--- src/rtl/rx_fe_dc_cal.sv ---
// RX frontend DC-offset calibration: clear, settle, average, write back.
// done rises SETTLE + 2^LOG2_N + 4 clk edges after the edge sampling start.
module rx_fe_dc_cal #(
  parameter int BASE   = 0,
  parameter int LOG2_N = 10,
  parameter int SETTLE = 16
) (
  input  logic        clk,
  input  logic        rst,
  input  logic        start,
  input  logic        run,
  input  logic [23:0] i_in,
  input  logic [23:0] q_in,
  input  logic        host_stb,
  input  logic [7:0]  host_addr,
  input  logic [31:0] host_data,
  output logic        set_stb,
  output logic [7:0]  set_addr,
  output logic [31:0] set_data,
  output logic        busy,
  output logic        done,
  output logic [23:0] dc_i,
  output logic [23:0] dc_q
);

  localparam int AW = 24 + LOG2_N;
  localparam int N  = 1 << LOG2_N;
  localparam logic [7:0] A_I = 8'(BASE + 3);
  localparam logic [7:0] A_Q = 8'(BASE + 4);

  typedef enum logic [2:0] {
    S_IDLE, S_CLR_I, S_CLR_Q, S_SETTLE,
    S_ACCUM, S_WR_I, S_WR_Q, S_DONE
  } state_t;

  state_t state, state_nxt;

  logic [31:0]   cnt;
  logic [AW-1:0] acc_i, acc_q;
  logic [AW-1:0] acc_i_nxt, acc_q_nxt;
  logic          last_sample;
  logic          ctrl_req;
  logic [7:0]    ctrl_addr;
  logic [31:0]   ctrl_data;
  logic [23:0]   corr_i, corr_q;

  function automatic logic [23:0] neg_sat(
    input logic [23:0] m
  );
    if (m == 24'h800000)
      return 24'h7fffff;
    return -m;
  endfunction

  assign acc_i_nxt = acc_i + {{LOG2_N{i_in[23]}}, i_in};
  assign acc_q_nxt = acc_q + {{LOG2_N{q_in[23]}}, q_in};
  assign last_sample = (cnt == 32'(N - 1));
  assign corr_i = neg_sat(dc_i);
  assign corr_q = neg_sat(dc_q);
  assign busy = (state != S_IDLE);
  assign done = (state == S_DONE);

  // controller writes advance only in cycles the host leaves free
  always_comb begin
    state_nxt = state;
    ctrl_req  = 1'b0;
    ctrl_addr = 8'h00;
    ctrl_data = 32'h0;
    unique case (state)
      S_IDLE:
        if (start) state_nxt = S_CLR_I;
      S_CLR_I: begin
        ctrl_req  = 1'b1;
        ctrl_addr = A_I;
        if (!host_stb) state_nxt = S_CLR_Q;
      end
      S_CLR_Q: begin
        ctrl_req  = 1'b1;
        ctrl_addr = A_Q;
        if (!host_stb) state_nxt = S_SETTLE;
      end
      S_SETTLE:
        if (cnt == 32'(SETTLE - 1))
          state_nxt = S_ACCUM;
      S_ACCUM:
        if (run && last_sample)
          state_nxt = S_WR_I;
      S_WR_I: begin
        ctrl_req  = 1'b1;
        ctrl_addr = A_I;
        ctrl_data = {{8{corr_i[23]}}, corr_i};
        if (!host_stb) state_nxt = S_WR_Q;
      end
      S_WR_Q: begin
        ctrl_req  = 1'b1;
        ctrl_addr = A_Q;
        ctrl_data = {{8{corr_q[23]}}, corr_q};
        if (!host_stb) state_nxt = S_DONE;
      end
      S_DONE:
        state_nxt = S_IDLE;
      default:
        state_nxt = S_IDLE;
    endcase
  end

  always_ff @(posedge clk) begin
    if (rst) begin
      state    <= S_IDLE;
      cnt      <= '0;
      acc_i    <= '0;
      acc_q    <= '0;
      dc_i     <= '0;
      dc_q     <= '0;
      set_stb  <= 1'b0;
      set_addr <= '0;
      set_data <= '0;
    end else begin
      state <= state_nxt;

      if (host_stb) begin
        set_stb  <= 1'b1;
        set_addr <= host_addr;
        set_data <= host_data;
      end else if (ctrl_req) begin
        set_stb  <= 1'b1;
        set_addr <= ctrl_addr;
        set_data <= ctrl_data;
      end else begin
        set_stb  <= 1'b0;
      end

      if (state != state_nxt)
        cnt <= '0;
      else if (state == S_SETTLE)
        cnt <= cnt + 32'd1;
      else if (state == S_ACCUM && run)
        cnt <= cnt + 32'd1;

      if (state == S_SETTLE) begin
        acc_i <= '0;
        acc_q <= '0;
      end else if (state == S_ACCUM && run) begin
        acc_i <= acc_i_nxt;
        acc_q <= acc_q_nxt;
      end

      // top 24 bits of the final sum are the floored mean
      if (state == S_ACCUM && run && last_sample) begin
        dc_i <= acc_i_nxt[AW-1 -: 24];
        dc_q <= acc_q_nxt[AW-1 -: 24];
      end
    end
  end

endmodule

--- config.mk ---
export PLATFORM = sky130hd
export DESIGN_NAME = rx_fe_dc_cal
export DESIGN_NICKNAME = d
export VERILOG_FILES = /design/src/rtl/rx_fe_dc_cal.sv
export SDC_FILE = /design/constraint.sdc
export NUM_CORES = 1
export LEC_CHECK = 0
export BUFFER_PORTS_ARGS = -buffer_cell sky130_fd_sc_hd__buf_2
export CAP_MARGIN = 20
export CORE_MARGIN = 2
export CORE_UTILIZATION = 58
export DETAILED_ROUTE_END_ITERATION = 8
export PLACE_DENSITY = 0.81
export SLEW_MARGIN = 20
export SYNTH_ARGS = -nofsm -noshare
export SYNTH_HDL_FRONTEND = slang
export SYNTH_SLANG_ARGS = --single-unit
--- constraint.sdc ---
create_clock -name clk -period 3.5 [get_ports clk]
set_input_delay 0 -clock clk [delete_from_list [all_inputs] [get_ports clk]]
set_output_delay 0 -clock clk [all_outputs]
set_load 0.01 [all_outputs]
==> metrics.md, run 1 <==
| Metric | Value |
|---|---|
| Final Max Tran Viols | 0 |
| H-tree levels | 4 |
| Synth cell types | 77 |
| Initial Utilization | 59.1% |
| CP max-delay cell | or4b_2 |
| Sw Pwr | roughly 1.3 mW |
| Insertion delay to the later sink of the worst-skew pair | approximately 0.45 ns |
| Commonest non-fill, non-tap cell in the layout | nand2_1 |
| Sequential share of the synthesized area | 32.1% |
| WP data required | ~3.8 ns |
| Largest net degree at the start of global routing | between 60 and 70 |
| Wire per inst | around 18 µm |
| Post-Syn Nets | ~1.7k |
| Die W | ~150 µm |
| Clock Power Share | 41.6% |
| Power after layout | ~4.7 mW |
| Synth warn | 0 |
| GRT Util Overall | between 30% and 40% |
| Power density over the cells | 335 mW/mm² |
| Top-Level Pins | between 150 and 200 |
| Setup Skew | around 0.012 ns |
| Max Fanout on Critical Path | 18 |
| Worst Setup End Kind | flip-flop |
| Die Area | between 0.02 and 0.025 mm² |
| Crit Path Class | reg -> reg |
| Ys async rst share | 0% |
| EDFF count, synth | 0 |
| Comb pwr share | 11.2% |
| Detailed placer's ending HPWL | roughly 26000 µm |
| Fillers | around 1.6k |
| Num CTS Buffers | 17 |
| Startpoint Class | flip-flop |
| Internal | approximately 3.5 mW |
| Final period util | a little over nine tenths |
| CTS Buffer Depth | 2 |
| CTS tree | yes |
| HP Class | in -> reg |
| Setup_tns | 0 ns |
| Starting DRT DRC Count | about 1.1k |
| Peak supply drop | 0.362 mV |
| Number of global-route vias before repair | approximately 11k |
| P_leak | 6.16 nW |
| RSZ-0062 raised after global routing | false |
| Slew headroom | between 40% and 50% |
| Fmax | approximately 300 MHz |
| Cell family with most CP delay | simple AND/OR/NAND/NOR gates |
| Antenna-violating nets left | 0 |
| Via density per instance | 6.05 |
| Net switching share of the total power | roughly 27% |
| Crit path arrival time | 3.59 ns |
| Pre-antenna DRT Iters | 5 |
| Nets | between 1.5k and 2k |
| Avg Cell Area, Syn | ~7.7 µm² |
| First-pass GRT wire length | about 58000 µm |
| Worst Path Buf+Inv | 1 |
| Via Count | between 10k and 15k |
| Max Cap Viol | 0 |
| Synth Register Bits | about 190 |
| Clk root buf | clkbuf_16 |
| IO Port Bufs | approximately 180 |
| Slew @ Worst Pin | 0.778 ns |
| GP Congestion | between 0.9 and 1 |
| Die span in y | 148 µm |
| Reg power frac | between 40% and 50% |
| Final setup fails | 0 |
| DRC violations left | 0 |
| Worst-path clk slew | approximately 0.070 ns |
| Prevailing post-synth register cell | dfxtp_1 |
| Cells after synthesis | 1550 |
| Core box area | just over 0.02 mm² |
| Commonest cells after routing, fill and taps aside | 241 x nand2_1, 192 x dfxtp_1, 182 x buf_2 |
| CTS sink count | between 150 and 200 |
| Antenna violations before repair | 0 |
| CP max stage delay | roughly 0.66 ns |
| Post-route minimum period | roughly 3.3 ns |
| Diode count | 0 |
| Grt total ovfl | 0 |
| Final number of hold-violating endpoints | 0 |
| Postcts setup bufs | 0 |
| WL final | between 30000 and 40000 µm |
| Layout area overhead | 18.4% |
| Status | finished clean |
| CP Cell Sequence | inv_1 -> ha_1 -> or4b_2 -> nor3_2 -> nand4b_1 -> or3_4 -> nor2_8 -> nor4_1 -> nor3_4 -> a211oi_2 |
| Synthesized area | 0.0120 mm² |
| Num rows | 52 |
| Layout cells sized above 1 | between 10% and 20% |
-- Yosys cell counts, types with 4 or more instances --
cell | number | share of area, %
nand3_1 | 48 | 2.0
xnor2_1 | 60 | 4.4
buf_1 | 14 | 0.44
clkbuf_1 | 57 | 1.8
nand2b_1 | 12 | 0.63
o211ai_1 | 4 | 0.25
nand4_1 | 17 | 0.89
ha_1 | 69 | 7.2
a211oi_1 | 26 | 1.6
o21bai_1 | 7 | 0.44
or4_1 | 7 | 0.44
a2111oi_0 | 5 | 0.37
mux2i_1 | 5 | 0.42
a31oi_1 | 6 | 0.31
a221oi_1 | 10 | 0.73
and3_1 | 21 | 1.1
a21oi_1 | 174 | 7.3
a211oi_2 | 10 | 1.0
and2_1 | 8 | 0.42
nor3_1 | 40 | 1.7
o21ai_0 | 98 | 4.1
o21a_1 | 9 | 0.56
xor2_1 | 57 | 4.2
inv_1 | 19 | 0.60
nor2_1 | 148 | 4.6
or3_1 | 13 | 0.68
nor2b_1 | 9 | 0.47
nand3b_1 | 19 | 1.2
dfxtp_1 | 192 | 32
nand4b_1 | 5 | 0.37
nor4_1 | 14 | 0.73
a21o_1 | 47 | 3.0
a21boi_0 | 7 | 0.44
nand2_1 | 241 | 7.6
a22oi_1 | 8 | 0.50
-- final cells by class --
class | count | area [µm²] | area share (%)
timing repair buffer | 248 | 1530 | 10.8
sequential | 192 | 3840 | 27.1
clock buffer | 18 | 439 | 3.10
tap | 270 | 338 | 2.39
inverter | 19 | 71.3 | 0.504
multi-input combinational | 1266 | 7800 | 55.1
clock inverter | 13 | 143 | 1.01
-- through the flow --
stage | setup slack [ns] | utilization [%] | hold WS (ns) | area, µm² | std cells
after floorplan | 0.460 | - | 0.143 | 12000 | 1550
after global placement | 0.253 | 64.9 | 0.231 | 13100 | 1952
after detailed placement | 0.155 | 64.9 | 0.241 | 13100 | 1952
after CTS | 0.120 | 69.9 | 0.0164 | 14200 | 2026
after global routing | 0.00776 | 70.0 | 0.0416 | 14200 | 2026
final | 0.203 | 70.0 | 0.0227 | 14200 | 2026
-- worst paths after layout --
path / depth (start not counted) / start / endpoint / slack [ns]
setup / recovery: 10 / dc_i[1] / set_data[31] / 0.20
hold / removal: 4 / i_in[1] / acc_i[1] / 0.02
hold reg to reg: 2 / set_data[20] / set_data[20] / 0.45
setup reg to reg: 10 / dc_i[1] / set_data[31] / 0.20
-- tightest hold or removal path: cells and delay by family --
| kind | cells | cell delay [ns] |
|---|---|---|
| fa+ha+maj | 1 | 0.16 |
| buf+inv | 1 | 0.11 |
| compound gates | 1 | 0.11 |
| simple gates | 1 | 0.05 |
-- state kept, by name, summed over array words and instances (netlist names) --
| register | cells |
|---|---|
| cnt | 32 |
| acc_i | 34 |
| set_stb | 1 |
| dc_i | 24 |
| set_addr | 8 |
| dc_q | 24 |
| acc_q | 34 |
| set_data | 32 |
| state | 3 |
-- power by group through the flow --
stage / Sequential [mW] / Combinational, mW / Clock, mW
after global routing: 2.25 / 0.574 / 2.07
after CTS: 2.24 / 0.515 / 1.98
after detailed placement: 2.30 / 0.476 / 0
after floorplan: 2.30 / 0.283 / 0
after global placement: 2.29 / 0.468 / 0
final: 2.25 / 0.530 / 1.97
-- logic make-up after synthesis --
group                      after synthesis  share of synthesized area, %
DFF                                    192                          32.1
buffers and inverters                   92                          2.91
AOI/OAI and AO/OA                      443                          22.9
muxes                                    6                         0.513
and+or+nand+nor                        627                          25.0
xor gates and xnor gates               119                          8.95
adders and majority gates               71                          7.55
-- layer usage --
layer	global-route usage, %	part of all wire (%)
met2	51.3	44
met4	12.5	3.0
met1	46.2	44
met3	4.85	9.1
met5	0	0
-- repair_timing --
| action | in CTS | in global routing |
|---|---|---|
| endpoints found under the hold margin | 43 | 0 |
| gates resized for setup | 0 | 2 |
| endpoints found under the setup margin | 0 | 5 |
| hold buffers | 43 | 0 |
Power figures use the tool's default switching activity.
==> run 2: changes to the inputs <==
--- a/config.mk
+++ b/config.mk
@@ -7,8 +7,10 @@
 export LEC_CHECK = 0
 export BUFFER_PORTS_ARGS = -buffer_cell sky130_fd_sc_hd__buf_2
 export CAP_MARGIN = 20
+export CORE_ASPECT_RATIO = 1.1
 export CORE_MARGIN = 2
 export CORE_UTILIZATION = 58
+export CTS_CLUSTER_DIAMETER = 30
 export DETAILED_ROUTE_END_ITERATION = 8
 export PLACE_DENSITY = 0.81
 export SLEW_MARGIN = 20
==> run 2 against run 1 <==
  * Clock-buffer cell count fell by 1
  * Non-clock buffer count shrank 6
  * Global-route usage fell by 0.80 points
  * Utilization is 0.90 points lower
  * First-iteration DRC count fell by 15%
  * Final cell count shrank 0.99%
  * Power is 1.1% lower
  * Clock power is 3% lower
  * Sequential share of layout area up 0.17 points
  * Design area is 0.63% lower
  * Largest cell class unchanged
==> metrics.md, run 2 (synthesis results as in run 1) <==
| Metric | Value |
|---|---|
| CP max stage delay | 0.64 ns (-0.02 ns) |
| Layout area overhead | 17.7% |
| Via density per instance | 6.05 (about the same) |
| Via Count | 12.1k (-1.0%) |
| Slew headroom | 34.9% (-13 points) |
| Detailed placer's ending HPWL | 24900 µm (-3.1%) |
| CTS sink count | 192 (unchanged) |
| Diode count | 0 (unchanged) |
| Final number of hold-violating endpoints | 0 (unchanged) |
| Pre-antenna DRT Iters | 6 (+1) |
| CTS tree | yes |
| Clk root buf | clkbuf_16 |
| Die span in y | 155 µm (+4.7%) |
| Final Max Tran Viols | 0 (unchanged) |
| RSZ-0062 raised after global routing | false |
| Fmax | 300 MHz (-1.2%) |
| Top-Level Pins | 184 (unchanged) |
| CP max-delay cell | or4b_2 |
| Commonest non-fill, non-tap cell in the layout | nand2_1 |
| Setup_tns | 0 ns (unchanged) |
| GRT Util Overall | 32.1% (-0.80 points) |
| First-pass GRT wire length | 57500 µm (-1.2%) |
| WL final | 35500 µm (-2.5%) |
| Hold Path Origin | q_in[1] |
| Final period util | 95.4% (+1.2 points) |
| HP Class | in -> reg |
| Crit Path Class | reg -> reg |
| Power density over the cells | 334 mW/mm² (-0.49%) |
| Final worst slack | 0.162 ns (-0.0417 ns) |
| Wire per inst | 17.7 µm (-1.5%) |
| Peak supply drop | 0.352 mV (-2.8%) |
| Crit path arrival time | 3.62 ns (+0.03 ns) |
| Status | finished clean |
| Grt total ovfl | 0 (unchanged) |
| Worst-path clk slew | 0.08 ns (about the same) |
| Insertion delay to the later sink of the worst-skew pair | 0.44 ns (about the same) |
| Fillers | 1654 (+0.49%) |
| Nets | 1902 (-0.31%) |
| IO Port Bufs | 183 (unchanged) |
| Worst Setup End Kind | flip-flop |
| Critical R2R Launch | dc_i[1] |
| DRC violations left | 0 (unchanged) |
| Critical Path Source | dc_i[1] |
| CTS Buffer Depth | 2 (unchanged) |
| Slew @ Worst Pin | 0.977 ns (+0.199 ns) |
| GP Congestion | 0.980 (+0.61%) |
| Commonest cells after routing, fill and taps aside | 241 x nand2_1, 192 x dfxtp_1, 182 x buf_2 |
| Setup Skew | 0.0143 ns (+0.00221 ns) |
| Max Fanout on Critical Path | 18 (unchanged) |
| Top Registers | acc_i: 34 flops, acc_q: 34 flops |
| CP Cell Sequence | inv_1 -> ha_1 -> or4b_2 -> nor3_2 -> nand4b_1 -> or3_4 -> nor2_8 -> nor4_1 -> nor3_4 -> a211oi_2 |
| Layout cells sized above 1 | 14.9% (-0.29 points) |
| Postcts setup bufs | 0 (unchanged) |
| Die Area | 0.0218 mm² (about the same) |
| Antenna-violating nets left | 0 (unchanged) |
| Number of global-route vias before repair | 11.4k (+1.4%) |
| Post-route minimum period | 3.34 ns (+0.0417 ns) |
| Num CTS Buffers | 17 (unchanged) |
| Startpoint Class | flip-flop |
| WP data required | 3.78 ns (about the same) |
| Final setup fails | 0 (unchanged) |
| H-tree levels | 4 (unchanged) |
| Max Cap Viol | 0 (unchanged) |
| Num rows | 55 (+5.8%) |
| Die W | 141 µm (-4.5%) |
| Setup WS pre-CTS | 0.199 ns (+0.0434 ns) |
| Initial Utilization | 58.7% (-0.39 points) |
| P_leak | 6.11 nW (-0.72%) |
| Largest net degree at the start of global routing | 68 (+1.5%) |
| Starting DRT DRC Count | 925 (-15%) |
| Core box area | 0.0204 mm² (+0.67%) |
| Antenna violations before repair | 0 (unchanged) |
## run 2: cell count changes in the layout (fill, tap and decap cells not counted), sizes merged
cell,previous run,this run
buf,205,199
bufinv,1,0
clkbuf,18,17
clkinvlp,0,1
inv,27,28
## run 2: final timing paths
| path | to | slack [ns] | cells after the start |
|---|---|---|---|
| setup / recovery | set_data[23] | 0.16 | 10 |
| hold / removal | acc_q[1] | 0.04 | 4 |
| setup reg to reg | set_data[23] | 0.16 | 10 |
| hold reg to reg | set_data[15] | 0.45 | 2 |
## run 2: metrics by stage
step | util (%) | std cells | power (mW) | hold slack [ns] | cell area (µm²)
CTS | 69.0 | 2006 | 4.68 | 0.0298 | 14100
finish | 69.1 | 2006 | 4.70 | 0.0398 | 14100
floorplan | - | 1550 | 2.59 | 0.143 | 12000
detailed placement | 64.1 | 1932 | 2.76 | 0.238 | 13100
global placement | 64.1 | 1932 | 2.75 | 0.233 | 13100
global route | 69.1 | 2006 | 4.84 | 0.0783 | 14100
## run 2: report_power, final
group	leakage, nW	internal (mW)	switching [mW]
Combinational	4.28	0.211	0.315
Sequential	1.56	2.22	0.0274
Clock	0.278	0.950	0.975
Total	6.11	3.38	1.32
## run 2: critical path: cells and delay by family, from the launching register on
kind / cells / cell delay (ns)
compound gates: 1 / 0.18
buf+inv: 1 / 0.08
fa+ha+maj: 1 / 0.19
flops: 1 / 0.35
simple gates: 7 / 2.37
## run 2: area by class of cell
class | count | area (µm²) | share of cell area, %
inverter | 19 | 71.3 | 0.507
tap | 256 | 320 | 2.28
multi-input combinational | 1266 | 7800 | 55.4
clock buffer | 17 | 425 | 3.02
sequential | 192 | 3840 | 27.3
clock inverter | 14 | 143 | 1.01
timing repair buffer | 242 | 1470 | 10.4
## run 2: timing repair
action                                 4_1_cts  5_1_grt
endpoints found under the hold margin       43        0
setup endpoints to repair                    0        1
hold buffers                                43        0
gates resized for setup                      0        1
## run 2: metal layers
metal | GRT usage [%] | vias up | part of all wire (%)
met5 | 0 | - | 0
li1 | - | 5903 | -
met2 | 53.7 | 506 | 46
met3 | 5.70 | 82 | 7.1
met1 | 42.0 | 5647 | 44
met4 | 10.9 | 0 | 3.1
==> run 3: changes to the inputs <==
--- a/config.mk
+++ b/config.mk
@@ -7,12 +7,14 @@
 export LEC_CHECK = 0
 export BUFFER_PORTS_ARGS = -buffer_cell sky130_fd_sc_hd__buf_2
 export CAP_MARGIN = 20
+export CELL_PAD_IN_SITES_DETAIL_PLACEMENT = 0
+export CELL_PAD_IN_SITES_GLOBAL_PLACEMENT = 1
 export CORE_ASPECT_RATIO = 1.1
 export CORE_MARGIN = 2
-export CORE_UTILIZATION = 58
+export CORE_UTILIZATION = 42
 export CTS_CLUSTER_DIAMETER = 30
 export DETAILED_ROUTE_END_ITERATION = 8
-export PLACE_DENSITY = 0.81
+export PLACE_DENSITY_LB_ADDON = 0.1
 export SLEW_MARGIN = 20
 export SYNTH_ARGS = -nofsm -noshare
 export SYNTH_HDL_FRONTEND = slang
==> run 3 against run 2 <==
  * Power grew 0.85%
  * Clock skew down 0.0018 ns
  * Combinational power is 2% higher
  * Critical path depth increased by 1
  * Via count fell by 3.6%
==> metrics.md, run 3 (synthesis results as in run 1) <==
| Metric | Value |
|---|---|
| CP max stage delay | 0.44 ns (-0.20 ns) |
| Top-Level Pins | 184 (unchanged) |
| Diode count | 0 (unchanged) |
| Worst Setup End Kind | flip-flop |
| GP Congestion | 0.868 (-11%) |
| Slew headroom | 39.5% (+4.6 points) |
| Die Area | 0.0298 mm² (+37%) |
| Die W | 165 µm (+17%) |
| Power density over the cells | 329 mW/mm² (-1.5%) |
| Layout cells sized above 1 | 15.3% (+0.44 points) |
| Largest net degree at the start of global routing | 70 (+2.9%) |
| Peak supply drop | 0.273 mV (-22%) |
| Fillers | 2829 (+71%) |
| Layout area overhead | 20.5% |
| Final number of hold-violating endpoints | 0 (unchanged) |
| Antenna-violating nets left | 0 (unchanged) |
| Via Count | 11.7k (-3.6%) |
| Via density per instance | 5.48 (-9.4%) |
| Slew @ Worst Pin | 0.906 ns (-0.0711 ns) |
| Die span in y | 181 µm (+17%) |
| R2R Setup Slk | 0.23 ns (+0.06 ns) |
| Crit Path Class | reg -> reg |
| Startpoint Class | flip-flop |
| Post-route minimum period | 3.27 ns (-0.0641 ns) |
| Fmax | 305 MHz (+2.0%) |
| H-tree levels | 4 (unchanged) |
| Status | finished clean |
| CTS Buffer Depth | 2 (unchanged) |
| Final setup fails | 0 (unchanged) |
| Nets | 1923 (+1.1%) |
| Cell family with most CP delay | compound AO/OA/AOI/OAI gates |
| Commonest non-fill, non-tap cell in the layout | nand2_1 |
| Wire per inst | 17.0 µm (-3.8%) |
| Starting DRT DRC Count | 943 (+1.9%) |
| Grt total ovfl | 0 (unchanged) |
| CP max-delay cell | fa_1 |
| P_leak | 6.24 nW (+2.0%) |
| HP Class | in -> reg |
| IO Port Bufs | 183 (unchanged) |
| Worst Path Buf+Inv | 0 (-1) |
| WL final | 36400 µm (+2.4%) |
| Num rows | 64 (+16%) |
| CP Cell Sequence | ha_1 -> fa_1 -> a211o_1 -> a2111oi_0 -> nor3_1 -> a211o_1 -> a311o_1 -> a211oi_2 -> o31a_1 -> or4_1 -> nand3_1 |
| Insertion delay to the later sink of the worst-skew pair | 0.45 ns (about the same) |
| Pre-antenna DRT Iters | 6 (unchanged) |
| Final period util | 93.6% (-1.8 points) |
| WP data required | 3.84 ns (+0.06 ns) |
| Max Fanout on Critical Path | 4 (-14) |
| Final Max Tran Viols | 0 (unchanged) |
| DRC violations left | 0 (unchanged) |
| Clk root buf | clkbuf_16 |
| CTS tree | yes |
| Setup_tns | 0 ns (unchanged) |
| Initial Utilization | 42.8% (-16 points) |
| Crit path arrival time | 3.61 ns (about the same) |
| Top Registers | acc_i: 34 flops, acc_q: 34 flops |
| Antenna violations before repair | 0 (unchanged) |
| Num CTS Buffers | 17 (unchanged) |
| Hold WS | 0.0220 ns (-0.0178 ns) |
| CTS sink count | 192 (unchanged) |
| Setup WS pre-CTS | 0.153 ns (-0.0461 ns) |
| Detailed placer's ending HPWL | 26200 µm (+5.5%) |
| Worst-path clk slew | 0.08 ns (about the same) |
| Commonest cells after routing, fill and taps aside | 241 x nand2_1, 192 x dfxtp_1, 182 x buf_2 |
| Number of global-route vias before repair | 11.0k (-3.4%) |
| Final worst slack | 0.226 ns (+0.0641 ns) |
| RSZ-0062 raised after global routing | false |
| Crit path top cell by count | a211o_1 |
| Core box area | 0.0279 mm² (+37%) |
| Max Cap Viol | 0 (unchanged) |
| First-pass GRT wire length | 58200 µm (+1.4%) |
| GRT Util Overall | 24.4% (-7.7 points) |
| Setup Skew | 0.0125 ns (-0.00179 ns) |
run 3: cell count changes in the layout (fill, tap and decap cells not counted), sizes merged:
cell and change:
inv -2, clkinv +2, clkinvlp +1, dlygate4sd3 +12, buf +9
run 3: tightest hold or removal path, delay by kind of cell:
kind	cells	cell delay, ns
and+or+nand+nor	1	0.04
adders and majority gates	1	0.16
buffers and inverters	1	0.11
AOI/OAI and AO/OA	1	0.11
run 3: where the power goes:
part | switching [mW] | internal, mW
registers | 0.0249 | 2.22
logic | 0.310 | 0.225
clock network | 1.01 | 0.948
total | 1.35 | 3.39
run 3: cell type report:
type | count | area, µm² | share of cell area (%)
clock buffers | 17 | 425 | 2.95
clock inverters | 15 | 148 | 1.02
inverters | 19 | 71.3 | 0.495
multi-input cells | 1266 | 7810 | 54.2
flip-flops and latches | 192 | 3840 | 26.7
well taps | 363 | 454 | 3.15
repair buffers | 263 | 1660 | 11.5
run 3: worst paths after layout:
kind / start / end / cells past startpoint
setup reg to reg: acc_q[0] / acc_q[26] / 11
setup / recovery: acc_q[0] / acc_q[26] / 11
hold reg to reg: set_data[0] / set_data[0] / 2
hold / removal: i_in[1] / acc_i[1] / 4
run 3: what timing repair did:
item | 4_1_cts | 5_1_grt
hold buffers | 55 | 0
endpoints found under the hold margin | 50 | 0
buffers inserted | 0 | 4
resized for setup | 0 | 4
endpoints found under the setup margin | 0 | 7
run 3: per-layer routing:
layer  up-vias  part of all wire, %  wire [µm]  global-route usage [%]
li1       5954                    -          -                       -
met4         0                  1.3        459                    5.50
met5         -                    0          0                       0
met2       267                   44      16200                    38.7
met1      5457                   49      17900                    34.7
met3        26                  5.1       1840                    3.65
run 3: through the flow:
stage	cell area (µm²)	util [%]	instances	total power [mW]
4_1_cts	14400	51.4	2131	4.79
5_1_grt	14400	51.6	2135	4.93
3_5_place_dp	13200	47.4	2044	2.78
6_report	14400	51.6	2135	4.74
2_1_floorplan	12000	-	1550	2.59
3_3_place_gp	13200	47.4	2044	2.78
